===== config.mk =====
export PLATFORM = sky130hd
export DESIGN_NAME = dm_cache_refill_ctrl_flat
export DESIGN_NICKNAME = d
export VERILOG_FILES = /design/src/rtl/dm_cache_refill_if.sv /design/src/rtl/dm_cache_refill_ctrl.sv /design/src/flat_wrapper.sv
export SDC_FILE = /design/constraint.sdc
export NUM_CORES = 1
export LEC_CHECK = 0
export CAP_MARGIN = 20
export CELL_PAD_IN_SITES_DETAIL_PLACEMENT = 0
export CELL_PAD_IN_SITES_GLOBAL_PLACEMENT = 1
export CORE_AREA = 2 2 196 198
export DETAILED_ROUTE_END_ITERATION = 12
export DIE_AREA = 0 0 198 200
export HOLD_SLACK_MARGIN = 0.02
export MAX_ROUTING_LAYER = met4
export PLACE_DENSITY_LB_ADDON = 0.1
export SLEW_MARGIN = 20
export SYNTH_ARGS = -nofsm -noshare
export SYNTH_HDL_FRONTEND = slang
export SYNTH_SLANG_ARGS = --single-unit
export TNS_END_PERCENT = 50

===== constraint.sdc =====
create_clock -name clk -period 8.6 [get_ports clk]
set_input_delay 1.72 -clock clk [delete_from_list [all_inputs] [get_ports clk]]
set_output_delay 1.72 -clock clk [all_outputs]
set_load 0.01 [all_outputs]

===== src/rtl/dm_cache_refill_if.sv =====
// Handshake bundle between the refill controller, the miss logic, memory and the data BRAM.
// The master modport is the controller's view; slave is the environment's.
interface dm_cache_refill_if #(
    parameter int unsigned IDX_W  = 5,
    parameter int unsigned WORD_W = 32,
    parameter int unsigned LINE_W = 128
);
    logic              req_valid;
    logic              req_ready;
    logic [IDX_W-1:0]  req_index;
    logic              req_dirty;
    logic              busy;
    logic              done;
    logic              mem_req_valid;
    logic              mem_req_ready;
    logic              mem_req_we;
    logic [IDX_W-1:0]  mem_req_index;
    logic [LINE_W-1:0] mem_wdata;
    logic              mem_rvalid;
    logic [WORD_W-1:0] mem_rdata;
    logic              bram_ena;
    logic              bram_wea;
    logic [IDX_W-1:0]  bram_addra;
    logic [LINE_W-1:0] bram_dina;
    logic [LINE_W-1:0] bram_douta;

    modport master (
        input  req_valid, req_index, req_dirty, mem_req_ready, mem_rvalid, mem_rdata, bram_douta,
        output req_ready, busy, done, mem_req_valid, mem_req_we, mem_req_index, mem_wdata,
               bram_ena, bram_wea, bram_addra, bram_dina
    );

    modport slave (
        output req_valid, req_index, req_dirty, mem_req_ready, mem_rvalid, mem_rdata, bram_douta,
        input  req_ready, busy, done, mem_req_valid, mem_req_we, mem_req_index, mem_wdata,
               bram_ena, bram_wea, bram_addra, bram_dina
    );
endinterface


===== src/rtl/dm_cache_refill_ctrl.sv =====
// Direct-mapped cache line refill / write-back controller. Owns the data BRAM port while busy:
// optional victim read-out and write-back, then beat-wise fill and a single-cycle line write.
module dm_cache_refill_ctrl #(
    parameter int unsigned SET_NUM        = 32,
    parameter int unsigned WORDS_PER_LINE = 4,
    parameter int unsigned WORD_W         = 32
) (
    input  logic              clk,
    input  logic              rst,
    dm_cache_refill_if.master bus
);
    localparam int unsigned IDX_W  = $clog2(SET_NUM);
    localparam int unsigned LINE_W = WORDS_PER_LINE * WORD_W;
    localparam int unsigned CNT_W  = $clog2(WORDS_PER_LINE);
    localparam logic [CNT_W-1:0] LastBeat = CNT_W'(WORDS_PER_LINE - 1);

    typedef enum logic [2:0] {
        StIdle, StWbRd, StWbCap, StWbReq, StFillReq, StFillBeat, StWrite, StDone
    } state_e;

    state_e            state_q, state_d;
    logic [IDX_W-1:0]  idx_q, idx_d;
    logic [CNT_W-1:0]  cnt_q, cnt_d;
    logic [LINE_W-1:0] victim_q, victim_d;
    logic [LINE_W-1:0] line_q, line_d;

    logic ready_q, ready_d;
    logic busy_q, busy_d;
    logic done_q, done_d;
    logic mreq_valid_q, mreq_valid_d;
    logic mreq_we_q, mreq_we_d;
    logic ena_q, ena_d;
    logic wea_q, wea_d;

    always_comb begin
        state_d  = state_q;
        idx_d    = idx_q;
        cnt_d    = cnt_q;
        victim_d = victim_q;
        line_d   = line_q;
        case (state_q)
            StIdle: begin
                if (bus.req_valid) begin
                    idx_d   = bus.req_index;
                    cnt_d   = '0;
                    state_d = bus.req_dirty ? StWbRd : StFillReq;
                end
            end
            StWbRd:  state_d = StWbCap;
            StWbCap: begin
                // BRAM read latency is one cycle: data requested in StWbRd is valid now
                victim_d = bus.bram_douta;
                state_d  = StWbReq;
            end
            StWbReq:   if (bus.mem_req_ready) state_d = StFillReq;
            StFillReq: if (bus.mem_req_ready) state_d = StFillBeat;
            StFillBeat: begin
                if (bus.mem_rvalid) begin
                    line_d[int'(cnt_q)*WORD_W +: WORD_W] = bus.mem_rdata;
                    cnt_d = cnt_q + CNT_W'(1);
                    if (cnt_q == LastBeat) state_d = StWrite;
                end
            end
            StWrite: state_d = StDone;
            StDone:  state_d = StIdle;
            default: state_d = StIdle;
        endcase

        // Outputs are registered from the next state, so they line up with state_q
        ready_d      = (state_d == StIdle);
        busy_d       = (state_d != StIdle);
        done_d       = (state_d == StDone);
        mreq_valid_d = (state_d == StWbReq) || (state_d == StFillReq);
        mreq_we_d    = (state_d == StWbReq);
        ena_d        = (state_d == StWbRd) || (state_d == StWrite);
        wea_d        = (state_d == StWrite);
    end

    always_ff @(posedge clk or posedge rst) begin
        if (rst) begin
            state_q      <= StIdle;
            idx_q        <= '0;
            cnt_q        <= '0;
            victim_q     <= '0;
            line_q       <= '0;
            ready_q      <= 1'b1;
            busy_q       <= 1'b0;
            done_q       <= 1'b0;
            mreq_valid_q <= 1'b0;
            mreq_we_q    <= 1'b0;
            ena_q        <= 1'b0;
            wea_q        <= 1'b0;
        end else begin
            state_q      <= state_d;
            idx_q        <= idx_d;
            cnt_q        <= cnt_d;
            victim_q     <= victim_d;
            line_q       <= line_d;
            ready_q      <= ready_d;
            busy_q       <= busy_d;
            done_q       <= done_d;
            mreq_valid_q <= mreq_valid_d;
            mreq_we_q    <= mreq_we_d;
            ena_q        <= ena_d;
            wea_q        <= wea_d;
        end
    end

    assign bus.req_ready     = ready_q;
    assign bus.busy          = busy_q;
    assign bus.done          = done_q;
    assign bus.mem_req_valid = mreq_valid_q;
    assign bus.mem_req_we    = mreq_we_q;
    assign bus.mem_req_index = idx_q;
    assign bus.mem_wdata     = victim_q;
    assign bus.bram_ena      = ena_q;
    assign bus.bram_wea      = wea_q;
    assign bus.bram_addra    = idx_q;
    assign bus.bram_dina     = line_q;
endmodule


===== src/flat_wrapper.sv =====
// flat-port wrapper written by rule: the top's interface ports become plain ports
module dm_cache_refill_ctrl_flat 
#(
    parameter int unsigned SET_NUM        = 32,
    parameter int unsigned WORDS_PER_LINE = 4,
    parameter int unsigned WORD_W         = 32
)
  (clk, rst, bus_req_valid, bus_req_index, bus_req_dirty, bus_mem_req_ready, bus_mem_rvalid, bus_mem_rdata, bus_bram_douta, bus_req_ready, bus_busy, bus_done, bus_mem_req_valid, bus_mem_req_we, bus_mem_req_index, bus_mem_wdata, bus_bram_ena, bus_bram_wea, bus_bram_addra, bus_bram_dina);
  dm_cache_refill_if #(.IDX_W((5)), .WORD_W(WORD_W), .LINE_W((128))) bus_i ();
  input  logic clk;
  input  logic rst;
  input wire logic [$bits(bus_i.req_valid)-1:0] bus_req_valid;
  input wire logic [$bits(bus_i.req_index)-1:0] bus_req_index;
  input wire logic [$bits(bus_i.req_dirty)-1:0] bus_req_dirty;
  input wire logic [$bits(bus_i.mem_req_ready)-1:0] bus_mem_req_ready;
  input wire logic [$bits(bus_i.mem_rvalid)-1:0] bus_mem_rvalid;
  input wire logic [$bits(bus_i.mem_rdata)-1:0] bus_mem_rdata;
  input wire logic [$bits(bus_i.bram_douta)-1:0] bus_bram_douta;
  output wire logic [$bits(bus_i.req_ready)-1:0] bus_req_ready;
  output wire logic [$bits(bus_i.busy)-1:0] bus_busy;
  output wire logic [$bits(bus_i.done)-1:0] bus_done;
  output wire logic [$bits(bus_i.mem_req_valid)-1:0] bus_mem_req_valid;
  output wire logic [$bits(bus_i.mem_req_we)-1:0] bus_mem_req_we;
  output wire logic [$bits(bus_i.mem_req_index)-1:0] bus_mem_req_index;
  output wire logic [$bits(bus_i.mem_wdata)-1:0] bus_mem_wdata;
  output wire logic [$bits(bus_i.bram_ena)-1:0] bus_bram_ena;
  output wire logic [$bits(bus_i.bram_wea)-1:0] bus_bram_wea;
  output wire logic [$bits(bus_i.bram_addra)-1:0] bus_bram_addra;
  output wire logic [$bits(bus_i.bram_dina)-1:0] bus_bram_dina;
  assign bus_i.req_valid = bus_req_valid;
  assign bus_i.req_index = bus_req_index;
  assign bus_i.req_dirty = bus_req_dirty;
  assign bus_i.mem_req_ready = bus_mem_req_ready;
  assign bus_i.mem_rvalid = bus_mem_rvalid;
  assign bus_i.mem_rdata = bus_mem_rdata;
  assign bus_i.bram_douta = bus_bram_douta;
  assign bus_req_ready = bus_i.req_ready;
  assign bus_busy = bus_i.busy;
  assign bus_done = bus_i.done;
  assign bus_mem_req_valid = bus_i.mem_req_valid;
  assign bus_mem_req_we = bus_i.mem_req_we;
  assign bus_mem_req_index = bus_i.mem_req_index;
  assign bus_mem_wdata = bus_i.mem_wdata;
  assign bus_bram_ena = bus_i.bram_ena;
  assign bus_bram_wea = bus_i.bram_wea;
  assign bus_bram_addra = bus_i.bram_addra;
  assign bus_bram_dina = bus_i.bram_dina;
  dm_cache_refill_ctrl #(.SET_NUM(SET_NUM), .WORDS_PER_LINE(WORDS_PER_LINE), .WORD_W(WORD_W)) u_core (.clk(clk), .rst(rst), .bus(bus_i));
endmodule

## Yosys cells after proc, flatten, opt, wreduce, memory -nomap -nowiden

Index checks and enable logic that the tools add are counted.

- Register bits after elaboration: 273
- Bits of input ports: 171
- Output and inout port bits: 273
- Word-level logic and storage cells: 51

- $add $sub $neg: 2
- Equal/unequal tests: 15
- Shifts and indexed selects: 2
- Mux-type cells: 11
- Reduce and logical (&&, ||, !) cells: 9

Operators with widths:

| cell | count |
|---|---|
| bitwise mux 128 bit | 1 |
| variable shift 32 x 34 -> 128 bit (first input constant) | 1 |
| indexed part select 32 x 34 -> 128 bit | 1 |
| negator 7 -> 34 bit | 1 |
| case mux 3 bit (8 select lines) | 1 |
| equality test 3 bit (second input constant) | 7 |
| two-way mux 3 bit | 6 |
| equality test 3 x 2 -> 1 bit (second input constant) | 3 |
| equality test 3 x 1 -> 1 bit (second input constant) | 2 |
| logical NOT 3 bit | 2 |
| two-way mux 2 bit | 2 |
| inequality test 2 bit (second input constant) | 2 |
| case mux 2 bit (2 select lines) | 1 |
| AND reduction 2 bit | 2 |
| AND reduction 3 bit | 1 |
| nonzero test 3 bit | 1 |
| adder 2 x 1 -> 2 bit (second input constant) | 1 |
| equality test 2 bit (second input constant) | 1 |
| logical OR 1 bit | 2 |
| nonzero test 2 bit | 1 |

## Longest topological paths before layout

- Depth in word-level cells: 6
- Depth in mapped cells: 6
- Depth with buffers taken out: 5

## Worst setup path before layout

OpenSTA, ideal clock, no wires.

- Kind: input -> register
- Start: in bus_mem_req_ready
- End: reg u_core.busy_q, in the netlist u_core.bus.busy
- Setup time: 0.131 ns
- Arrival: 2.611 ns
- Required time: 8.469 ns
- Path slack: 5.857 ns
- Stages on the path: 3
- Cells stage by stage: and4b_1 > or3_4 > or3_1

- Word-level cells in the longest chain between the ends: 3
- Elaborated cells on any way between the ends: 4
- Classes of those cells: mux (3); reduce/logical (1)

Ends and longest elaborated chain:

| what | line | text |
|---|---|---|
| from (decl) | flat_wrapper.sv:15 | `input wire logic [$bits(bus_i.mem_req_ready)-1:0] bus_mem_req_ready;` |
| two-way mux 3 bit, on equally long branches | dm_cache_refill_ctrl.sv:56, dm_cache_refill_ctrl.sv:55 |  |
| case mux 3 bit (8 select lines) * | dm_cache_refill_ctrl.sv:41 | `case (state_q)` |
| net u_core.state_d[2] | dm_cache_refill_ctrl.sv:21 | `state_e state_q, state_d;` |
| nonzero test 3 bit * | dm_cache_refill_ctrl.sv:71 | `busy_d = (state_d != StIdle);` |
| net u_core.busy_d | dm_cache_refill_ctrl.sv:28 | `logic busy_q, busy_d;` |
| to (signal assigned) | dm_cache_refill_ctrl.sv:100 | `busy_q <= busy_d;` |
| to (decl) | dm_cache_refill_ctrl.sv:28 |  |

The timed path passes the listed nets; every way through them passes the cells marked *.
A chain may end at the register's enable or synchronous reset.

## Worst setup path after layout

- Start: reg u_core.line_q[125], in the netlist u_core.bus.bram_dina[125]
- End: out bus_bram_dina[125]

RTL lines:

| what | line | text |
|---|---|---|
| from (decl) | dm_cache_refill_ctrl.sv:25 | `logic [LINE_W-1:0] line_q, line_d;` |
| from (signal assigned) | dm_cache_refill_ctrl.sv:98 | `line_q <= line_d;` |
| to (decl) | flat_wrapper.sv:29 | `output wire logic [$bits(bus_i.bram_dina)-1:0] bus_bram_dina;` |

No word-level cell between the ends.

==> results.cfg <==
[sta]
fmaxAchievable_ghz = 0.299
maxSlewHeadroom_pct = 32.6
setup_violations = 0
fin_worst_skew_ns = 0.00816
fin_crit_sh_pct = 38.8
finalMaxSlewViolations = 0
hold_violations = 0
timing.hold.ws_ns = 0.481
tightest_slew_ns = 1.01
setup_slack_ns = 5.26
finalCriticalPeriod_ns = 3.34
rsz0062_at_grt = no
setup-tns-final_ns = 0

[global_route]
grt_pass1_vias = 7991
grt_util_all_layers_pct = 17.8
grt_antenna_before_repair = 3
grt_max_degree = 169
grt_pass1_wl_mm = 51.3
grt-ovfl-total = 0

[die]
core_um2 = 37400
initial_core_util_pct = 28.6
die_w_um = 198
die_area_um2 = 39600
io_pins = 444
die_h_um = 200
rows = 71

[clock_tree]
clockRootBuffer = clkbuf_16
cts_tree = built
clk_path_buf_depth = 3
worstSkewPairLatency_ns = 0.56
cts_htree_levels = 1
cts_setup_buffers = 0
clk_pin_slew_ns = 0.06
cts_resized = 0
cts_buffers = 31
cts.sinks = 273
ctsHoldBuffers = 0

[synth]
syn_nets = 1079
synth_cells = 902
synth_ff_type = dfrtp_1
synth_edf_count = 0
ys_types = 40
synth_area_per_cell_um2 = 11.9
yosys.area.top_type = dfrtp_1
yosysWarnings = 0
ys_seq_elements = 273
syn-cell-area_um2 = 10700
synth_top_area_share_pct = 63.6
synth_area_leaders = dfrtp_1 64%, mux2_1 14%, nand2_1 9.2%
seq_area_frac_synth_pct = 63.9
async_flop_share_pct = 100

[drt]
post_drt_wl_per_cell_um = 19.0
routed_wl_mm = 35.5
drtIter0Drc = 309
via_per_inst = 4.26
drc = 0
vias = 7949
postRouteAntennaNets = 0
drt_first_pass_iters = 4

[critical_path]
critPathBufInv = 1
slowest_delay_ns = 0.69
crit_type = flip-flop to output port
end_kind = output port
cp_cell_sequence = clkdlybuf4s50_1
cpLargestDelayFamily = buffers and inverters
critPathSlowestCell = clkdlybuf4s50_1
start_kind = flip-flop
worstPathRequired_ns = 6.88
worstPathMaxFanout = 2
arrival_ns = 1.62

[layout]
area_growth_pct = 54.8
fillers = 3539
nets = 1507
drive_gt1_share_pct = 5.77
fin_area_um2 = 16600

[job]
maxCapViolations = 0

[placement]
place_ws_ns = 4.82
placed_cell_area_um2 = 15500
io_buffers = 443
gp_congestion = 0.766
dp_hpwl_mm = 25.7

[power]
powerDensity_nw_per_um2 = 344
power_uw = 5690
p_leak_uw = 0.00673
vdd_drop_max_v = 0.000162

[status]
outcome = completed

[min_path]
hold_class = flip-flop to flip-flop
[per-stage QoR]
step,utilization (%),instances
floorplan,-,902
global placement,41.5,1808
detailed placement,41.5,1808
CTS,44.2,1863
global route,44.3,1866
finish,44.3,1866
[cell usage in the layout (no fill, tap or decap), types with 4 or more instances in the layout]
cell type / n
clkinv_2: 6
clkdlybuf4s50_1: 443
nand2_2: 4
clkbuf_16: 31
buf_4: 10
nor2_1: 4
dfrtp_1: 272
ha_1: 6
o21ai_1: 128
nand2_1: 259
clkbuf_1: 6
clkbuf_8: 10
mux2_1: 133
[final cells by class]
class / count / area [µm²] / area share (%)
clock buffer: 47 / 936 / 5.65
antenna: 3 / 7.51 / 0.0454
timing repair buffer: 455 / 4540 / 27.4
clock inverter: 8 / 68.8 / 0.416
sequential: 273 / 6830 / 41.3
tap: 511 / 639 / 3.86
multi-input combinational: 565 / 3510 / 21.2
inverter: 4 / 18.8 / 0.113
[registers in the layout (all words and copies together), names as in the netlist, 2 cells and up]
register               flops
u_core.state_q             3
u_core.bus.mem_wdata     128
u_core.cnt_q               2
u_core.bus.bram_dina     128
u_core.bus.bram_addra      5
[cell families (layout without fill, tap and decap cells)]
logic type | Yosys count | count (layout) | synth area share (%)
and+or+nand+nor | 286 | 286 | 10.8
AOI/OAI and AO/OA | 139 | 139 | 6.83
other | 0 | 3 | 0
buffers and inverters | 64 | 514 | 3.62
adders and majority gates | 6 | 6 | 0.702
muxes | 134 | 134 | 14.1
DFF | 273 | 273 | 63.9
[synthesized netlist by cell type, types with 2 or more instances]
master and number:
buf_6 12, nor2_1 4, nand2_1 261, o21ai_1 128, nand2_2 2, nand3_1 2, buf_4 9, clkbuf_1 17
buf_2 18, nand2b_1 2, dfrtp_1 272, inv_2 2, nor3b_1 2, inv_1 2, nor3_2 2, mux2_1 133
and4b_1 2, ha_1 6, buf_1 4, nor3b_2 2
[final timing paths]
kind                            slack, ns                             startpoint  cells after the start                                   end
max in group asynchronous            5.48                                    rst                      3  u_core.bus.bram_dina[37]$_DFFE_PP0P_
worst min-delay path                 0.48   u_core.bus.mem_wdata[30]$_DFFE_PP0P_                      1  u_core.bus.mem_wdata[30]$_DFFE_PP0P_
worst max-delay path                 5.26  u_core.bus.bram_dina[125]$_DFFE_PP0P_                      1                    bus_bram_dina[125]
min in group asynchronous            1.68                                    rst                      2  u_core.bus.mem_wdata[85]$_DFFE_PP0P_
worst min register to register       0.48   u_core.bus.mem_wdata[30]$_DFFE_PP0P_                      1  u_core.bus.mem_wdata[30]$_DFFE_PP0P_
worst max register to register       5.91            u_core.state_q[1]$_DFF_PP0_                      5  u_core.bus.mem_wdata[28]$_DFFE_PP0P_
[power breakdown]
| part | internal [µW] | switching [µW] |
|---|---|---|
| Combinational | 1290 | 1060 |
| Clock | 772 | 532 |
| Sequential | 1780 | 263 |
| Total | 3840 | 1860 |
[layer usage]
layer	up-vias	GRT usage [%]	part of all wire, %	wire length (µm)
li1	3866	-	-	-
met4	0	3.62	1.6	575
met5	-	-	0	0
met3	44	6.97	9.7	3460
met2	275	29.4	47	16800
met1	3764	20.6	41	14700
Note: power is estimated with default switching activity, not from simulation.
